<file path="src/rtl/t06_pwm_gen.sv">
// t06_pwm_gen: shared-counter multi-channel PWM with double-buffered period/duty/mode
module t06_pwm_gen #(
  parameter int WIDTH    = 19,
  parameter int CHANNELS = 4,
  parameter int STEP     = 10
) (
  input  logic                      clk,
  input  logic                      nrst,
  input  logic                      enable,
  input  logic                      mode,
  input  logic [WIDTH-1:0]          period,
  input  logic [CHANNELS*WIDTH-1:0] duty,
  input  logic [CHANNELS-1:0]       polarity,
  input  logic                      load,
  output logic [CHANNELS-1:0]       out,
  output logic                      period_end,
  output logic                      update_pending,
  output logic [WIDTH-1:0]          count
);
  localparam logic [WIDTH:0]   STEP_X = (WIDTH+1)'(STEP);
  localparam logic [WIDTH-1:0] STEP_N = WIDTH'(STEP);
  logic [WIDTH-1:0]          period_p, period_a, cnt_nxt;
  logic [CHANNELS*WIDTH-1:0] duty_p, duty_a;
  logic                      mode_p, mode_a, dir, dir_nxt, wrap, top, e_wrap;
  logic [WIDTH:0]            cnt_up;
  logic [CHANNELS-1:0]       out_reg, raw;
  // dir: 0 = counting up, 1 = counting down (center-aligned only)
  always_comb begin
    cnt_up  = {1'b0, count} + STEP_X;
    top     = cnt_up >= {1'b0, period_a};
    e_wrap  = count >= period_a || cnt_up > {1'b0, period_a};
    wrap    = period_a == '0 || (mode_a ? dir && count <= STEP_N : e_wrap);
    cnt_nxt = wrap ? '0 : !mode_a ? cnt_up[WIDTH-1:0] : dir ? count - STEP_N : top ? period_a : cnt_up[WIDTH-1:0];
    dir_nxt = !wrap && mode_a && (dir || top);
  end
  for (genvar i = 0; i < CHANNELS; i++) begin : g_cmp
    assign raw[i] = count < duty_a[i*WIDTH +: WIDTH];
  end
  assign out = out_reg ^ polarity;
  always_ff @(posedge clk or negedge nrst) begin
    if (!nrst) begin
      count          <= '0;
      dir            <= 1'b0;
      period_end     <= 1'b0;
      out_reg        <= '0;
      update_pending <= 1'b0;
      period_p       <= '0;
      duty_p         <= '0;
      mode_p         <= 1'b0;
      period_a       <= '0;
      duty_a         <= '0;
      mode_a         <= 1'b0;
    end else begin
      count      <= enable ? cnt_nxt : '0;
      dir        <= enable && dir_nxt;
      period_end <= enable && wrap;
      out_reg    <= enable ? raw : '0;
      if (load) begin
        period_p <= period;
        duty_p   <= duty;
        mode_p   <= mode;
      end
      if (load && (!enable || wrap)) begin
        period_a       <= period;
        duty_a         <= duty;
        mode_a         <= mode;
        update_pending <= 1'b0;
      end else if (load) begin
        update_pending <= 1'b1;
      end else if (enable && wrap && update_pending) begin
        period_a       <= period_p;
        duty_a         <= duty_p;
        mode_a         <= mode_p;
        update_pending <= 1'b0;
      end
    end
  end
endmodule

</file>
<file path="config.mk">
export PLATFORM = sky130hd
export DESIGN_NAME = t06_pwm_gen
export DESIGN_NICKNAME = d
export VERILOG_FILES = /design/src/rtl/t06_pwm_gen.sv
export SDC_FILE = /design/constraint.sdc
export NUM_CORES = 1
export LEC_CHECK = 0
export BUFFER_PORTS_ARGS = -buffer_cell sky130_fd_sc_hd__buf_2
export CORE_MARGIN = 2
export CORE_UTILIZATION = 25
export DETAILED_ROUTE_END_ITERATION = 8
export PLACE_DENSITY_LB_ADDON = 0.3
export SYNTH_ARGS = -nofsm -noshare
export SYNTH_HDL_FRONTEND = slang
export SYNTH_SLANG_ARGS = --single-unit
</file>
<file path="constraint.sdc">
create_clock -name clk -period 5.2 [get_ports clk]
set_input_delay 1.3 -clock clk [delete_from_list [all_inputs] [get_ports clk]]
set_output_delay 1.3 -clock clk [all_outputs]
set_load 0.02 [all_outputs]
</file>
# ---- Word-level counts from Yosys, hierarchy flattened
# Index checks and enable logic that the tools add are counted.
dict set report totals {
  ff_bits 218
}
dict set report op_classes {
  add_sub_neg 2
  magnitude_cmp 8
  n_eq_ne 1
  n_mux 19
  bitwise_logic 1
  n_reduce_logical 17
}
# op n
set op_table {}
lappend op_table {{two-way mux 76 bit} 3}
lappend op_table {{two-way mux 19 bit} 8}
lappend op_table {{< comparator 19 bit} 4}
lappend op_table {{adder 19 x 4 -> 20 bit, second input constant} 1}
lappend op_table {{greater-or-equal comparator 20 x 19 -> 1 bit} 1}
lappend op_table {{greater-than comparator 20 x 19 -> 1 bit} 1}
lappend op_table {{greater-or-equal comparator 19 bit} 1}
lappend op_table {{<= comparator 19 x 4 -> 1 bit, second input constant} 1}
lappend op_table {{zero test 19 bit} 1}
lappend op_table {{subtractor 19 x 4 -> 19 bit, second input constant} 1}
lappend op_table {{logical AND 1 bit} 7}
lappend op_table {{two-way mux 1 bit} 7}
lappend op_table {{logical OR 1 bit} 4}
lappend op_table {{two-way mux 4 bit} 1}
lappend op_table {{bitwise XOR 4 bit} 1}
lappend op_table {{nonzero test 3 bit} 1}
lappend op_table {{zero test 1 bit} 2}
lappend op_table {{!= test 2 x 1 -> 1 bit, second input constant} 1}
lappend op_table {{AND reduction 2 bit} 1}
lappend op_table {{nonzero test 2 bit} 1}

# ---- Logic depth before layout (Yosys ltp)
dict set report logic_depth {
  ltp_word 10
  depth_mapped 17
}

# ---- Worst setup path before layout
# OpenSTA, ideal clock, no wires.
dict set report synth_timing {
  path_kind {register -> register}
  from {register count[8]}
  to {register duty_a[0]}
  setup_ns 0.141
  t_arrival_ns 4.126
  required_time_ns 5.059
  setup_slack_ns 0.933
  path_stages_with_launch 16
  path_buffers 3
  period_less_slack_ns 4.267
  path_cell_list {dfrtp_1 clkbuf_1 and4_1 nand3_1 nor3b_1 nand3_1 xnor2_1 ha_1 nand3_1 or3_1 nor4_2 o21ai_2 o311ai_1 buf_2 buf_1 a31oi_1}
}
dict set report synth_between {
  elab_chain_cells 9
  word_cells_on_any_way 16
}
# item line_no
set synth_lines {}
lappend synth_lines {{from (decl)} 18} ;# output logic [WIDTH-1:0] count
lappend synth_lines {{from (signal assigned)} 54} ;# count <= enable ? cnt_nxt : '0;
lappend synth_lines {{adder 19 x 4 -> 20 bit} 29} ;# cnt_up = {1'b0, count} + STEP_X;
lappend synth_lines {{greater-than comparator 20 x 19 -> 1 bit} 31} ;# e_wrap = count >= period_a || cnt_up > {1'b0, period_a};
lappend synth_lines {{logical OR 1 bit} 31}
lappend synth_lines {{two-way mux 1 bit *} 32} ;# wrap = period_a == '0 || (mode_a ? dir && count <= STEP_N : e_wrap);
lappend synth_lines {{logical OR 1 bit *} 32}
lappend synth_lines {{logical OR 1 bit or logical AND 1 bit (tied branches)} {63, 70}}
lappend synth_lines {{logical AND 1 bit (on tied branches)} {63, 70}}
lappend synth_lines {{!= test 2 x 1 -> 1 bit (no source line) or nonzero test 2 bit (tied branches)} -}
lappend synth_lines {{AND reduction 2 bit (no source line)} -}
lappend synth_lines {{to (signal assigned)} 65} ;# duty_a <= duty;
lappend synth_lines {{to (signal assigned)} 72} ;# duty_a <= duty_p;
lappend synth_lines {{to (decl)} 23} ;# logic [CHANNELS*WIDTH-1:0] duty_p, duty_a;
# Every way passes the cells marked *; elsewhere a longest branch is shown, timed or not.
# A chain may end at the register's enable or synchronous reset.

# ---- Worst setup path after layout
dict set report layout_timing {
  from {register count[2]}
  to {register duty_a[74]}
}
# The elaborated chain is that of the path after synthesis.

==> out/results.tsv <==
stage	metric	value	unit
status	run_status	finished, final reports clean	
sta	rsz0062_at_grt	no	
clock_tree	clockBufferDepth	3	
global_route	grt_pass1_wl	61.2	mm
drt	wl	39.4	mm
synth	post-synth-top-area-fraction	43.3	%
finish	drive_gt1_share	20.9	%
floorplan	placementRows	82	
finish	antenna_cells	0	
sta	setup_violations	0	
placement	dpl.cell_count	2082	
clock_tree	cts_resized	0	
floorplan	core_area	0.0500	sq mm
clock_tree	cts_tree	done	
worst_setup_path	crit_arrival	5.20	ns
finish	syn_to_final_growth	17.1	%
clock_tree	cts_hold_buffers	0	
drt	route.detailed.drc	0	
floorplan	chipWidth	228	um
finish	final_common_cell	dfrtp_1	
drt	vias_per_cell	4.73	
worst_setup_path	r2r_slack	0.46	ns
drt	wl_per_cell	18.6	um
clock_tree	cts-root-buf	clkbuf_16	
synth	yosysWarnings	0	
drt	drt-initial-drc-count	672	
pwr	p_per_area	315	mW/mm^2
synth	synth_cell_types	60	
global_route	grt.overflow.total	0	
floorplan	pin_count	129	
worst_setup_path	cp_max_fo	130	
synth	synthArstFlopShare	100	%
finish	reg.largest.list	duty_a (76), duty_p (76)	
synth	synth_edf_count	0	
clock_tree	insertion_delay	0.54	ns
floorplan	die_h	228	um
worst_setup_path	slowest_stage	dfrtp_1	
global_route	grt_max_degree	131	
finish	layout.cells.non_filler	2123	
finish	seq_area	0.00546	sq mm
worst_setup_path	critPathKind	reg2reg	
synth	synthXorXnorAreaFrac	2.30	%
worst_setup_path	end_kind	flip-flop	
drt	vias	10000	
worst_setup_path	slowest_delay	0.60	ns
global_route	grt_usage	15.1	%
synth	synth_top_family_by_area	compound AO/OA/AOI/OAI gates	
worst_setup_path	r2r-start	count[2]$_DFF_PN0_	
pwr	ir_drop	0.248	mV
worst_hold_path	min_from	duty_p[9]$_DFFE_PN0P_	
clock_tree	cts-buffers-inserted	25	
sta	clock.fmax	211	MHz
floorplan	start_util	25.2	%
worst_setup_path	reg2reg_depth	14	
synth	postSynthAreaPerCell	9.46	sq um
pwr	p_leak	0.00734	uW
synth	yosysTopAreaCell	dfrtp_1	
sta	drv_slew	0	
synth	ys_seq_elements	218	
worst_hold_path	hold_end	duty_p[9]$_DFFE_PN0P_	
global_route	antenna_found_initial	2	
finish	layout_common_cells	218 x dfrtp_1, 178 x nand2_1, 132 x nor2_1, 126 x buf_2, 111 x ha_1	
placement	gp_congestion	0.878	
synth	synth_nets	1545	
synth	synth_compound_area_share	14.6	%
clock_tree	cts_max_level	1	
sta	hold_violations	0	
pwr	finalPower	4650	uW
worst_hold_path	hold_path_depth	1	
clock_tree	clk_pin_slew_worst_paths	0.06	ns
sta	fin_tns_setup	0	ns
synth	yosysSeqAreaShare	43.3	%
finish	num-nets-final	1652	
worst_setup_path	cp_cell_sequence	ha_1, o21ai_0, nor2_1, xor2_1, ha_1, a21oi_1, o21a_1, o221ai_1, a211oi_1, o21ai_2, o311ai_4, buf_12, nor2_1, a31oi_1	
synth	synth_fa_ha_area_share	11.0	%
synth	synth_top_flop_cell	dfrtp_1	
clock_tree	post-cts-setup-buffers	0	
sta	maxSlewHeadroom	32.9	%
sta	clock_skew	0.0144	ns
worst_setup_path	cp-start-kind	flip-flop	
sta	worst_pin_slew	1.01	ns
finish	multiInputGateArea	0.00638	sq mm
drt	ant_nets	0	
synth	synth_area_leaders	dfrtp_1 43%, ha_1 11%, mux2_2 8.6%	
worst_hold_path	hold_class	reg2reg	
global_route	grt_pass1_vias	10100	
synth	synthSimpleGateAreaFrac	13.8	%
synth	synth.area.mux_share	8.75	%
drt	dr.pass1.iters	6	
worst_setup_path	worstPathRequired	5.65	ns
sta	period_share	91.2	%
placement	dp_hpwl	27.2	mm
flow_run	maxCapViolations	0	
finish	n_fill_cell	5305	
placement	numPortBuffers	128	
synth	syn-instance-count	1330	
clock_tree	cts.sinks	218	
floorplan	die_area	0.0522	sq mm
synth	syn_area	0.0126	sq mm
sta	min_period	4.74	ns
sta	whs	0.501	ns
finish	utilization	29.5	%
worst_setup_path	reg2reg_to	duty_a[74]$_DFFE_PN0P_	
[layer usage]
metal  wire length, um  track usage [%]
met4               893             3.33
met1             18800             21.1
met2             18000             24.4
met3              1760             2.50
met5                16                0
[metrics by stage]
step	area (sq um)	worst slack (ns)
after floorplan	12600	0.933
after global placement	14000	0.718
after detailed placement	14000	0.611
after CTS	14700	0.597
after global routing	14700	0.0790
final	14700	0.457
[final cells by class]
type / instances / share of cell area (%)
clock buffers: 35 / 4.84
clock inverters: 6 / 0.255
inverters: 98 / 2.50
multi-input cells: 936 / 43.3
flip-flops and latches: 218 / 37.0
well taps: 672 / 5.71
repair buffers: 158 / 6.38
[power by group]
group | switching [uW] | internal, uW
clock network | 713 | 948
registers | 183 | 1930
logic | 486 | 385
total | 1380 | 3260
[synth_stat cells (all sizes together), types with 7 or more instances]
cell / count
xnor2: 22
o21ai: 75
nor2b: 7
clkbuf: 44
a31oi: 97
ha: 111
nand4: 12
nor4: 11
o22ai: 12
nand2b: 12
dfrtp: 218
o21a: 9
nor2: 133
nand2: 178
inv: 98
a21o: 20
nand3: 18
nor3: 10
a211oi: 11
a21oi: 39
xor2: 11
mux2: 96
buf: 34
[cell families after synthesis]
group                    after synthesis
AND/OR/NAND/NOR                      401
AO/OA/AOI/OAI                        293
flip-flops                           218
buffers and inverters                176
adder cells (fa/ha/maj)              111
multiplexers                          98
XOR/XNOR                              33
[worst max-delay path: cells and delay by family (launching register included)]
kind	cells	cell delay, ns
AO/OA/AOI/OAI	8	2.23
AND/OR/NAND/NOR	2	0.29
adder cells (fa/ha/maj)	2	0.64
buffers and inverters	1	0.40
XOR/XNOR	1	0.30
flip-flops	1	0.60
[how the worst max path moves through the flow]
stage / startpoint / to / slack, ns
2_1_floorplan: count[8]$_DFF_PN0_ / duty_a[0]$_DFFE_PN0P_ / 0.93
3_3_place_gp: count[2]$_DFF_PN0_ / duty_a[69]$_DFFE_PN0P_ / 0.72
3_5_place_dp: count[2]$_DFF_PN0_ / duty_a[51]$_DFFE_PN0P_ / 0.61
4_1_cts: count[2]$_DFF_PN0_ / duty_a[42]$_DFFE_PN0P_ / 0.60
5_1_grt: count[2]$_DFF_PN0_ / duty_a[12]$_DFFE_PN0P_ / 0.08
6_report: count[2]$_DFF_PN0_ / duty_a[74]$_DFFE_PN0P_ / 0.46
No activity file was read; power rests on OpenSTA's default activity.
